[config.mk]
export PLATFORM = sky130hd
export DESIGN_NAME = stim_gen
export DESIGN_NICKNAME = d
export VERILOG_FILES = /design/src/rtl/stim_gen.sv
export SDC_FILE = /design/constraint.sdc
export NUM_CORES = 1
export LEC_CHECK = 0
export BUFFER_PORTS_ARGS = -buffer_cell sky130_fd_sc_hd__buf_2
export CORE_MARGIN = 4
export CORE_UTILIZATION = 50
export CTS_CLUSTER_SIZE = 16
export DETAILED_ROUTE_END_ITERATION = 6
export PLACE_DENSITY = 0.78
export SKIP_CTS_REPAIR_TIMING = 1
export SLEW_MARGIN = 20
export SYNTH_ARGS = -nofsm -noshare
export SYNTH_HDL_FRONTEND = slang
export SYNTH_SLANG_ARGS = --single-unit
[constraint.sdc]
create_clock -name clk -period 2.2 [get_ports clk]
set_input_delay 0 -clock clk [delete_from_list [all_inputs] [get_ports clk]]
set_output_delay 0 -clock clk [all_outputs]
set_load 0.03 [all_outputs]
[src/rtl/stim_gen.sv]
// Programmable multi-channel stimulus source: ramp, LFSR or constant patterns
// streamed over valid/ready, with run length, tail gap, abort and a done pulse.
module stim_gen #(
  parameter int unsigned W        = 8,
  parameter int unsigned NCH      = 4,
  parameter int unsigned MAX_LEN  = 256,
  localparam int unsigned LW      = $clog2(MAX_LEN + 1)
) (
  input  logic              clk,
  input  logic              rst,
  input  logic              i_start,
  input  logic              i_abort,
  input  logic [1:0]        i_mode,
  input  logic [LW-1:0]     i_len,
  input  logic [W-1:0]      i_seed,
  input  logic [15:0]       i_gap,
  input  logic              i_ready,
  output logic              o_valid,
  output logic [NCH*W-1:0]  o_data,
  output logic [LW-1:0]     o_count,
  output logic              o_busy,
  output logic              o_done
);

  localparam logic [1:0] StIdle = 2'd0;
  localparam logic [1:0] StRun  = 2'd1;
  localparam logic [1:0] StTail = 2'd2;
  localparam logic [1:0] StDone = 2'd3;

  localparam logic [1:0] ModeLfsr  = 2'd1;
  localparam logic [1:0] ModeConst = 2'd2;

  localparam logic [31:0] MaskWide = (W == 8)  ? 32'h0000_00B8 :
                                     (W == 16) ? 32'h0000_B400 : 32'h8020_0003;
  localparam logic [W-1:0]  Mask   = MaskWide[W-1:0];
  localparam logic [LW-1:0] MaxLen = LW'(MAX_LEN);

  logic [1:0]    state_q, state_d;
  logic          valid_q, valid_d;
  logic [LW-1:0] count_q, count_d;
  logic [LW-1:0] len_q, len_d;
  logic [15:0]   gap_q, gap_d;
  logic [15:0]   gcnt_q, gcnt_d;
  logic [1:0]    mode_q, mode_d;
  logic          zero_q, zero_d;
  logic [W-1:0]  data_q [NCH];
  logic [W-1:0]  data_d [NCH];

  logic          xfer;
  logic          last;
  logic [LW-1:0] len_sat;

  function automatic logic [W-1:0] first_sample(input logic [1:0] mode,
                                                input logic [W-1:0] seed,
                                                input int unsigned k);
    logic [W-1:0] s;
    if (mode == ModeLfsr) begin
      s = seed ^ W'(k);
      if (s == '0) s = W'(1);
    end else begin
      s = seed + W'(k);
    end
    return s;
  endfunction

  function automatic logic [W-1:0] next_sample(input logic [1:0] mode, input logic [W-1:0] s);
    logic [W-1:0] n;
    if (mode == ModeLfsr) begin
      n = s[0] ? ((s >> 1) ^ Mask) : (s >> 1);
    end else if (mode == ModeConst) begin
      n = s;
    end else begin
      n = s + W'(1);
    end
    return n;
  endfunction

  assign xfer    = valid_q & i_ready;
  assign last    = (count_q + LW'(1)) == len_q;
  assign len_sat = (i_len > MaxLen) ? MaxLen : i_len;

  always_comb begin
    state_d = state_q;
    valid_d = valid_q;
    count_d = count_q;
    len_d   = len_q;
    gap_d   = gap_q;
    gcnt_d  = gcnt_q;
    mode_d  = mode_q;
    zero_d  = 1'b0;
    for (int k = 0; k < NCH; k++) data_d[k] = data_q[k];

    case (state_q)
      StIdle: begin
        // A zero-length run spends one settle cycle here so done lands two cycles after start.
        if (zero_q) begin
          state_d = StDone;
        end else if (i_start) begin
          mode_d  = i_mode;
          len_d   = len_sat;
          gap_d   = i_gap;
          count_d = '0;
          if (len_sat == '0) begin
            zero_d = 1'b1;
          end else begin
            state_d = StRun;
            valid_d = 1'b1;
            for (int k = 0; k < NCH; k++) data_d[k] = first_sample(i_mode, i_seed, k);
          end
        end
      end
      StRun: begin
        if (xfer) begin
          count_d = count_q + LW'(1);
          for (int k = 0; k < NCH; k++) data_d[k] = next_sample(mode_q, data_q[k]);
        end
        if (i_abort) begin
          state_d = StIdle;
          valid_d = 1'b0;
        end else if (xfer && last) begin
          valid_d = 1'b0;
          if (gap_q == 16'd0) begin
            state_d = StDone;
          end else begin
            state_d = StTail;
            gcnt_d  = gap_q;
          end
        end
      end
      StTail: begin
        if (i_abort) begin
          state_d = StIdle;
        end else if (gcnt_q == 16'd1) begin
          state_d = StDone;
        end else begin
          gcnt_d = gcnt_q - 16'd1;
        end
      end
      default: begin
        state_d = StIdle;
      end
    endcase
  end

  always_ff @(posedge clk) begin
    if (rst) begin
      state_q <= StIdle;
      valid_q <= 1'b0;
      count_q <= '0;
      len_q   <= '0;
      gap_q   <= '0;
      gcnt_q  <= '0;
      mode_q  <= '0;
      zero_q  <= 1'b0;
      for (int k = 0; k < NCH; k++) data_q[k] <= '0;
    end else begin
      state_q <= state_d;
      valid_q <= valid_d;
      count_q <= count_d;
      len_q   <= len_d;
      gap_q   <= gap_d;
      gcnt_q  <= gcnt_d;
      mode_q  <= mode_d;
      zero_q  <= zero_d;
      for (int k = 0; k < NCH; k++) data_q[k] <= data_d[k];
    end
  end

  always_comb begin
    o_data = '0;
    for (int k = 0; k < NCH; k++) o_data[k*W +: W] = data_q[k];
  end

  assign o_valid = valid_q;
  assign o_count = count_q;
  assign o_busy  = (state_q == StRun) || (state_q == StTail);
  assign o_done  = (state_q == StDone);

endmodule

# Word-level counts from Yosys, hierarchy flattened
# Memory sizes are Yosys's and may differ from the RTL's.
# Index checks and enable logic that the tools add are counted.
# Widths: inputs -> output; s select.
[totals]
mem_count = 1
wordCells = 131
ff_bits = 56
in_bits = 40
ramBits = 32
output_inout_bits = 44
[op_classes]
n_reduce_logical = 17
n_addsub = 9
muxes = 59
n_lt_le_gt_ge = 1
eq_ne = 21
n_bitwise = 15
[memory_table]
columns = ["memory", "words", "word_bits", "rd", "rd_ports_with_merged_regs", "wr", "line_no", "text"]
rows = [
  ["data_q", 4, 8, 4, 0, 4, "46", "logic [W-1:0] data_q [NCH];"],
]
[ops]
columns = ["operator", "count"]
rows = [
  ["$mux 8", 24],
  ["$mux 32", 4],
  ["$mux 16", 5],
  ["$pmux 32 s2", 1],
  ["$add 8x1->8 const B", 5],
  ["$mux 9", 4],
  ["$logic_not 8->1", 4],
  ["$pmux 16 s2", 1],
  ["$ne 2x2->1 const B", 9],
  ["$pmux 9 s2", 1],
  ["$add 8x2->8 const B", 2],
  ["$eq 16x1->1 const B", 1],
  ["$logic_not 16->1", 1],
  ["$not 3->4", 4],
  ["$sub 16x1->16 const B", 1],
  ["$mux 2", 7],
  ["$ne 3x3->1 const B", 4],
  ["$mux 1", 10],
  ["$add 9x1->9 const B", 1],
  ["$eq 9x9->1", 1],
  ["$gt 9x9->1 const B", 1],
  ["$logic_not 9->1", 1],
  ["$reduce_and 4->1", 2],
  ["$eq 2x1->1 const B", 3],
  ["15 further kinds", 25],
]

# Longest topological paths before layout
# Gate-level depths: netlist of the first run.
[logic_depth]
word_depth = 9
mapped_depth = 11
mapped_depth_nobuf = 9

# Worst setup path before layout of the first run
# Ideal clock, no wire load.
[synth_timing]
kind = "reg-to-reg"
from = "register count_q[1] (netlist: o_count[1])"
to = "register gcnt_q[10]"
t_required_ps = 2081
arrival_ps = 2461
setup_slack_ps = -379
period_less_slack_ps = 2579
setup_ps = 119
stages_incl_launch_ff = 11
path_buffers = 2
cell_sequence = "dfxtp_1 ha_1 buf_4 nand3_1 or3_1 nand4_1 and4bb_2 a21oi_4 buf_6 a21oi_1 o221a_1"
[synth_between]
elab_chain_len = 5
[synth_rtl]
columns = ["element", "line_no", "text"]
rows = [
  ["from (decl)", "40", "logic [LW-1:0] count_q, count_d;"],
  ["from (signal assigned)", "159", "count_q <= count_d;"],
  ["$add 9x1->9", "79", "assign last = (count_q + LW'(1)) == len_q;"],
  ["$eq 9x9->1", "79", ""],
  ["$logic_and 1x1->1", "120", "end else if (xfer && last) begin"],
  ["$ne 2x2->1 (no source line)", "--", ""],
  ["$reduce_and 6->1 (no source line)", "--", ""],
  ["to (signal assigned)", "162", "gcnt_q <= gcnt_d;"],
  ["to (decl)", "43", "logic [15:0] gcnt_q, gcnt_d;"],
]
# No other way between the ends.
# A chain may end at the register's enable or synchronous reset.

# Worst setup path in the final report of the first run
[layout_timing]
from = "register count_q[1] (netlist: o_count[1])"
to = "register gcnt_q[0]"
# Same word-level chain as after synthesis.

==> impl_metrics.json, run 1 <==
{
  "status": "finished with violations",
  "violations": "negative hold slack, negative setup slack",
  "reg2reg_to": "gcnt_q[0]",
  "maxCapViolations": 0,
  "fin_area_mm2": 0.007224,
  "die_w_um": 116.5,
  "holdWs_ns": -0.005811,
  "nFillCells": 980,
  "antenna_found_initial": 0,
  "grt_pass1_vias": 5642,
  "netlist_area_mm2": 0.005883,
  "finalSetupViolations": 6,
  "worstSetupEndpoint": "gcnt_q[0]",
  "grt_overflow": 0,
  "fin_skew_ns": 0.007548,
  "die-area_mm2": 0.01357,
  "utilization_pct": 63.00,
  "async_reset_ff_share_pct": 0,
  "grt_first_pass_wirelength_mm": 26.74,
  "row_count": 39,
  "portBuffers": 83,
  "tightestPinTransition_ns": 0.6446,
  "grt_start_max_net_pins": 40,
  "crit_required_ns": 2.48,
  "avgSynthCellArea_um2": 7.299,
  "ys_types": 69,
  "clock_sink_count": 88,
  "final_cells": 1053,
  "fmax_mhz": 440.6,
  "syn_inst": 806,
  "vias": 6243,
  "synth_edf_count": 0,
  "grt_usage_pct": 24.34,
  "finalPower_uw": 7859,
  "rsz0062_at_grt": "true",
  "gp_congestion": 0.9241,
  "ctsHtreeMaxLevel": 3,
  "critPathKind": "reg -> reg",
  "post-dp-hpwl_mm": 11.45,
  "clk_pin_slew_ns": 0.06,
  "hold_viol": 1,
  "viasPerCell": 5.929,
  "place_ws_ns": -0.1372,
  "wire_per_inst_um": 16.47,
  "place_inst": 1013,
  "rr_startpoint": "o_count[1]",
  "syn_to_final_growth_pct": 22.80,
  "initial_core_util_pct": 51.30,
  "vdd_drop_max_uv": 486.2,
  "drive_gt1_share_pct": 20.00,
  "power_density_mw_per_mm2": 1088,
  "io_pins": 84,
  "p_leak_uw": 0.002890,
  "hp-class": "in -> reg",
  "yosysWarningCount": 0,
  "fin_nets": 962,
  "synth_flop_cell": "dfxtp_1",
  "ys_ff_latch": 88,
  "cp-end-kind": "flop",
  "crit_path_max_fanout": 7,
  "drt_wl_total_mm": 17.34,
  "placed_cell_area_mm2": 0.006620,
  "critPathArrivalTime_ns": 2.55,
  "ys_seq_area_share_pct": 29.94,
  "startpoint": "o_count[1]",
  "final_max_slew_viol_count": 0,
  "start_kind": "flop",
  "slew_headroom_pct": 56.63,
  "core-area_mm2": 0.01147,
  "r2r_cells": 8,
  "root_buffer": "clkbuf_16",
  "cts_made_buffers": 9,
  "min_period_ns": 2.270,
  "die_h_um": 116.5,
  "syn_nets": 863,
  "drc_errors": 0,
  "cts_tree": "yes",
  "period_share_pct": 103.2,
  "clockBufferDepth": 2,
  "dr.pass1.iters": 5,
  "reg2reg_setup_slack_ns": -0.07,
  "clk_latency_ns": 0.35,
  "drt_iter0_drc": 624,
  "diodes": 0,
  "detail-route-antenna-nets": 0,
  "worst_slack_ns": -0.06962
}
-- cells by family (layout without fill, tap and decap cells) --
family,count (synthesis),count (layout),share of synthesized area [%]
adder cells (fa/ha/maj),17,17,3.615
AND/OR/NAND/NOR,348,348,28.46
flip-flops,88,88,29.94
multiplexers,9,9,1.553
AO/OA/AOI/OAI,220,221,23.88
XOR/XNOR,46,46,6.848
buffers and inverters,78,181,5.700
-- report_power, final --
part / leakage [uW] / total (uW) / switching, uW / internal (uW)
clock network: 0.000152 / 1660 / 670 / 986
logic: 0.00202 / 3810 / 2370 / 1440
registers: 0.000722 / 2390 / 461 / 1930
total: 0.00289 / 7860 / 3500 / 4360
-- layout make-up --
type,instances,area (um2),share of cell area [%]
Clock inverter,3,46.29,0.6408
Tap cell,143,178.9,2.477
Multi-Input combinational cell,641,3865,53.50
Inverter,13,48.80,0.6754
Sequential cell,88,1777,24.59
Clock buffer,13,271.5,3.758
Timing Repair Buffer,152,1037,14.36
-- critical path, stage by stage, from the launching register on --
cell and delay [ns]:
dfxtp_4 0.35, ha_4 0.24, xor2_2 0.14, a2111oi_2 0.24, nand4_1 0.15, and4bb_4 0.42, a21oi_4 0.11, or3b_1 0.39
a31oi_1 0.14
-- per-stage QoR --
stage | hold slack, ns | TNS, ns
after floorplan | 0.1360 | 0
after global placement | 0.2442 | -0.09753
after detailed placement | 0.2485 | -1.124
after CTS | -0.1268 | -1.442
after global routing | 0.02251 | -1.786
final | -0.005811 | -0.1677
-- worst min-delay path by stage --
| stage | from | to | slack, ns | cells after the start |
|---|---|---|---|---|
| finish | i_abort | o_valid | -0.006 | 3 |
| CTS | i_gap[15] | gap_q[15] | -0.13 | 3 |
| floorplan | i_gap[0] | gap_q[0] | 0.14 | 2 |
| global placement | i_gap[15] | gap_q[15] | 0.24 | 3 |
| detailed placement | i_gap[15] | gap_q[15] | 0.25 | 3 |
| global route | i_abort | o_valid | 0.02 | 3 |
-- cells in the mapped netlist, types with 5 or more instances --
cell type	count	area share [%]
mux2i_1	8	1.4
xnor2_1	19	2.8
clkbuf_1	43	2.7
nand4_1	6	0.64
o21ai_0	24	2.0
o32ai_1	7	1.0
buf_2	7	0.60
nor3_1	26	2.2
nor4_1	7	0.74
ha_1	17	3.6
nor3b_1	10	1.3
nand2b_1	11	1.2
nand3_1	19	1.6
inv_1	13	0.83
buf_1	8	0.51
and3_1	14	1.5
a211oi_1	14	1.8
nor2b_1	5	0.53
nand2_1	145	9.3
o211ai_1	28	3.6
a31oi_1	8	0.85
buf_4	5	0.64
nor2_1	71	4.5
xor2_1	27	4.0
dfxtp_1	88	30
a21oi_1	95	8.1
or3_1	8	0.85
-- sequential cells by signal (all words and copies together), names as in the netlist --
| register | flops |
|---|---|
| data_q | 32 |
| gap_q | 16 |
| gcnt_q | 16 |
| len_q | 9 |
| o_count | 9 |
| mode_q | 2 |
| state_q | 2 |
| o_valid | 1 |
| zero_q | 1 |
-- layer usage --
layer	global-route usage, %	part of all wire (%)	vias to the layer above
li1	-	-	3056
met1	32.58	44	2936
met2	38.29	47	207
met3	4.404	5.5	44
met4	10.90	2.9	0
met5	0	0	-
-- layout by cell type, fill, tap and decap left out, types with 19 or more instances in the layout --
cell type / n
buf_4: 44
nand2_1: 144
nor2_1: 71
xnor2_1: 19
xor2_1: 26
o211ai_1: 28
nor3_1: 25
dfxtp_1: 82
dlygate4sd3_1: 19
buf_2: 84
a21oi_1: 95
o21ai_0: 21
Power figures use the tool's default switching activity.
==> inputs of run 2 (changes only) <==
Settings changed: CORE_UTILIZATION 50 to 45, PLACE_DENSITY 0.78 to 0.72.
==> run 2 against run 1 <==
  * Worst hold slack got worse by 0.0020 ns
  * Final cell count rose by 5.6%
  * Clock skew increased by 0.0011 ns
  * Design area up 4.6%
  * First-iteration DRC count is 22% lower
  * The flow still finishes with violations (negative hold slack, negative setup slack)
  * Register-to-register slack about the same
  * Critical endpoint is now gcnt_q[2]
  * Sequential share of layout area fell by 1.1 points
  * Fmax is 0.51% lower
  * Non-clock buffer count grew 29
  * Power up 0.93%
  * Clock-buffer cell count down 2
==> impl_metrics.json, run 2 (synthesis results as in run 1) <==
{
  "crit_required_ns": 2.45,
  "fin_nets": 992,
  "place_ws_ns": -0.06684,
  "clockBufferDepth": 2,
  "root_buffer": "clkbuf_16",
  "hp-class": "in -> reg",
  "maxCapViolations": 0,
  "dr.pass1.iters": 5,
  "diodes": 0,
  "viasPerCell": 5.644,
  "grt_pass1_vias": 5426,
  "violations": "negative hold slack, negative setup slack",
  "drt_iter0_drc": 488,
  "grt_start_max_net_pins": 84,
  "largest_register": "data_q",
  "critPathArrivalTime_ns": 2.53,
  "hold_viol": 2,
  "clock_sink_count": 88,
  "vias": 6276,
  "status": "finished with violations",
  "finalSetupViolations": 13,
  "grt_first_pass_wirelength_mm": 26.27,
  "power_density_mw_per_mm2": 1049,
  "gp_congestion": 0.9007,
  "portBuffers": 83,
  "slew_headroom_pct": 55.71,
  "final_max_slew_viol_count": 0,
  "layout_commonest_cell": "nand2_1",
  "die_h_um": 122.3,
  "fmax_mhz": 438.3,
  "holdWs_ns": -0.007804,
  "antenna_found_initial": 0,
  "min_period_ns": 2.281,
  "io_pins": 84,
  "rr_startpoint": "o_count[1]",
  "syn_to_final_growth_pct": 28.50,
  "rsz0062_at_grt": "true",
  "multiInputGateArea_mm2": 0.003950,
  "startpoint": "o_count[1]",
  "clk_latency_ns": 0.34,
  "detail-route-antenna-nets": 0,
  "die_w_um": 122.3,
  "tightestPinTransition_ns": 0.6583,
  "cts_made_buffers": 9,
  "nFillCells": 1155,
  "grt_usage_pct": 21.47,
  "critPathKind": "reg -> reg",
  "core-area_mm2": 0.01272,
  "crit_path_max_fanout": 6,
  "largest_reg_flops": 32,
  "wire_per_inst_um": 15.75,
  "worst_slack_ns": -0.08134,
  "drc_errors": 0,
  "seq_area_mm2": 0.001774,
  "finalPower_uw": 7932,
  "min_from": "i_len[8]",
  "drt_wl_total_mm": 17.52,
  "ctsHtreeMaxLevel": 3,
  "drive_gt1_share_pct": 23.62,
  "start_kind": "flop",
  "cp-end-kind": "flop",
  "p_leak_uw": 0.003047,
  "post-dp-hpwl_mm": 11.43,
  "row_count": 41,
  "layout_common_cells": "145 x nand2_1, 89 x a21oi_1, 83 x buf_2",
  "grt_overflow": 0,
  "initial_core_util_pct": 46.24,
  "clk_pin_slew_ns": 0.07,
  "period_share_pct": 103.7,
  "vdd_drop_max_uv": 490.6,
  "largestRegisters": "data_q x32, gap_q x16, gcnt_q x16",
  "die-area_mm2": 0.01497,
  "fin_skew_ns": 0.008607,
  "cts_tree": "yes",
  "utilization_pct": 59.42
}
## run 2: cell count changes in the layout (fill, tap and decap cells not counted), moves of 2 or more
cell      before  now
buf_4         44   71
a21oi_1       95   89
a21oi_2        2    7
buf_6          1    4
o21ai_0       21   24
o32ai_1        7    4
o32ai_2        1    4
a21oi_4        1    3
clkinv_4       0    2
o21ai_1        6    4
## run 2: per-stage QoR
| stage | TNS, ns | cells | area, um2 |
|---|---|---|---|
| floorplan | 0 | 806 | 5923 |
| global route | -2.417 | 1112 | 7560 |
| detailed placement | -0.6244 | 1068 | 6864 |
| finish | -0.5504 | 1112 | 7560 |
| global placement | -0.1638 | 1068 | 6864 |
| CTS | -0.9954 | 1084 | 7157 |
## run 2: worst paths after layout
path,to,slack (ns),cells after the start
hold reg to reg,gcnt_q[6],0.47,2
setup / recovery,gcnt_q[2],-0.08,9
hold / removal,len_q[8],-0.008,3
setup reg to reg,gcnt_q[2],-0.08,9
## run 2: layout make-up
type | count | area share (%)
Tap cell | 172 | 2.847
Clock inverter | 5 | 0.5131
Multi-Input combinational cell | 642 | 52.25
Sequential cell | 88 | 23.47
Timing Repair Buffer | 181 | 16.91
Inverter | 13 | 0.6455
Clock buffer | 11 | 3.360
## run 2: critical path, stage by stage, from the launching register on
cell	delay [ns]
dfxtp_4	0.36
ha_4	0.23
xor2_1	0.14
a2111oi_2	0.20
nand4_1	0.14
and4bb_4	0.40
buf_4	0.15
a21oi_4	0.10
buf_4	0.19
o32ai_2	0.27
## run 2: per-layer routing
layer	share of wire (%)	up-vias	routed length, um	track usage (%)
met5	0	-	0	0
met4	2.3	0	399	7.628
met3	5.2	30	903	3.226
met2	47	175	8306	34.66
met1	45	2939	7907	29.20
li1	-	3132	-	-
## run 2: report_power, final
part / total (uW) / internal, uW / switching (uW)
logic: 4020 / 1580 / 2440
clock network: 1520 / 841 / 677
registers: 2390 / 1930 / 464
==> inputs of run 3 (changes only) <==
Settings changed: CTS_BUF_LIST set to sky130_fd_sc_hd__clkbuf_4.
==> run 3 against run 2 <==
  * The run still ends with negative hold slack, negative setup slack left
  * Sequential cell count is the same
  * Sequential share of layout area grew 0.26 points
  * Core utilization shrank 0.53 points
  * Register-to-register slack is essentially flat
  * Final cell count grew 0.81%
  * Worst setup slack lost 0.012 ns
  * Largest power group unchanged
==> impl_metrics.json, run 3 (synthesis results as in run 1) <==
{
  "antenna_found_initial": 0,
  "initial_core_util_pct": 46.24,
  "hp-class": "in -> reg",
  "fin_skew_ns": 0.02279,
  "largestRegisters": "data_q x32, gap_q x16, gcnt_q x16",
  "maxCapViolations": 0,
  "clockBufferDepth": 2,
  "place_ws_ns": -0.06684,
  "min_path_cells": 4,
  "period_share_pct": 104.2,
  "worst_slack_ns": -0.09326,
  "fin_nets": 1001,
  "largest_register": "data_q",
  "utilization_pct": 58.89,
  "syn_to_final_growth_pct": 27.35,
  "p_leak_uw": 0.003024,
  "drt_wl_total_mm": 17.62,
  "cts_tree": "yes",
  "row_count": 41,
  "holdWs_ns": -0.07221,
  "slew_headroom_pct": 55.01,
  "core-area_mm2": 0.01272,
  "grt_start_max_net_pins": 84,
  "r2r_cells": 9,
  "portBuffers": 83,
  "diodes": 0,
  "violations": "negative hold slack, negative setup slack",
  "drive_gt1_share_pct": 22.87,
  "clk_latency_ns": 0.48,
  "grt_first_pass_wirelength_mm": 26.22,
  "grt_usage_pct": 21.42,
  "layout_common_cells": "144 x nand2_1, 93 x a21oi_1, 83 x dfxtp_1, 83 x buf_2",
  "power_density_mw_per_mm2": 985.2,
  "wire_per_inst_um": 15.72,
  "vdd_drop_max_uv": 479.7,
  "start_kind": "flop",
  "crit_required_ns": 2.62,
  "detail-route-antenna-nets": 0,
  "largest_reg_flops": 32,
  "critPathKind": "reg -> reg",
  "hold_viol": 3,
  "clock_sink_count": 88,
  "crit_path_max_fanout": 9,
  "grt_pass1_vias": 5449,
  "finalPower_uw": 7381,
  "post-dp-hpwl_mm": 11.43,
  "tightestPinTransition_ns": 0.6686,
  "fmax_mhz": 436.1,
  "vias": 6339,
  "grt_overflow": 0,
  "clk_pin_slew_ns": 0.15,
  "setup-tns-final_ns": -0.5723,
  "io_pins": 84,
  "viasPerCell": 5.655,
  "die-area_mm2": 0.01497,
  "drc_errors": 0,
  "final_max_slew_viol_count": 0,
  "ctsHtreeMaxLevel": 3,
  "dr.pass1.iters": 5,
  "rsz0062_at_grt": "true",
  "die_h_um": 122.3,
  "finalSetupViolations": 12,
  "cp-end-kind": "flop",
  "root_buffer": "clkbuf_4",
  "gp_congestion": 0.9007,
  "min_period_ns": 2.293,
  "cts_made_buffers": 9,
  "critPathArrivalTime_ns": 2.71,
  "die_w_um": 122.3,
  "layout_commonest_cell": "nand2_1",
  "status": "finished with violations",
  "drt_iter0_drc": 502
}
==> run 3: per-stage QoR <==
stage / hold WS, ns / area (um2) / std cells
finish: -0.07221 / 7492 / 1121
global route: 0.001731 / 7492 / 1121
CTS: -0.2858 / 7008 / 1084
detailed placement: 0.2489 / 6864 / 1068
global placement: 0.2462 / 6864 / 1068
floorplan: 0.1360 / 5923 / 806
==> run 3: path summary, 6_finish.rpt <==
check,from,endpoint,slack (ns)
setup reg to reg,o_count[1],gcnt_q[0],-0.09
setup / recovery,o_count[1],gcnt_q[0],-0.09
hold reg to reg,gcnt_q[6],gcnt_q[6],0.49
hold / removal,i_len[7],len_q[7],-0.07
==> run 3: layout make-up <==
type / instances / area (um2)
Fill cell: 1159 / 5230
Multi-Input combinational cell: 641 / 3919
Sequential cell: 88 / 1778
Timing Repair Buffer: 191 / 1388
Tap cell: 172 / 215.2
Clock buffer: 10 / 75.07
Clock inverter: 6 / 68.82
Inverter: 13 / 48.80
==> run 3: critical path, stage by stage, from the launching register on <==
cell       delay [ns]
dfxtp_4          0.38
ha_4             0.23
xor2_1           0.14
a2111oi_2        0.20
nand4_1          0.14
and4bb_4         0.41
buf_6            0.12
a21oi_4          0.08
or3b_1           0.36
a31oi_1          0.16
==> run 3: layer usage <==
layer,track usage (%),vias up,wire [um]
met5,0,-,0
met4,8.048,0,419
met3,3.272,34,991
met2,34.52,188,8415
met1,28.99,2970,7794
li1,-,3147,-
==> run 3: power by group <==
| group | leakage, uW | switching [uW] | total [uW] | internal, uW |
|---|---|---|---|---|
| clock network | 0.0000770 | 610 | 975 | 365 |
| logic | 0.00222 | 2430 | 4020 | 1590 |
| registers | 0.000722 | 465 | 2390 | 1920 |
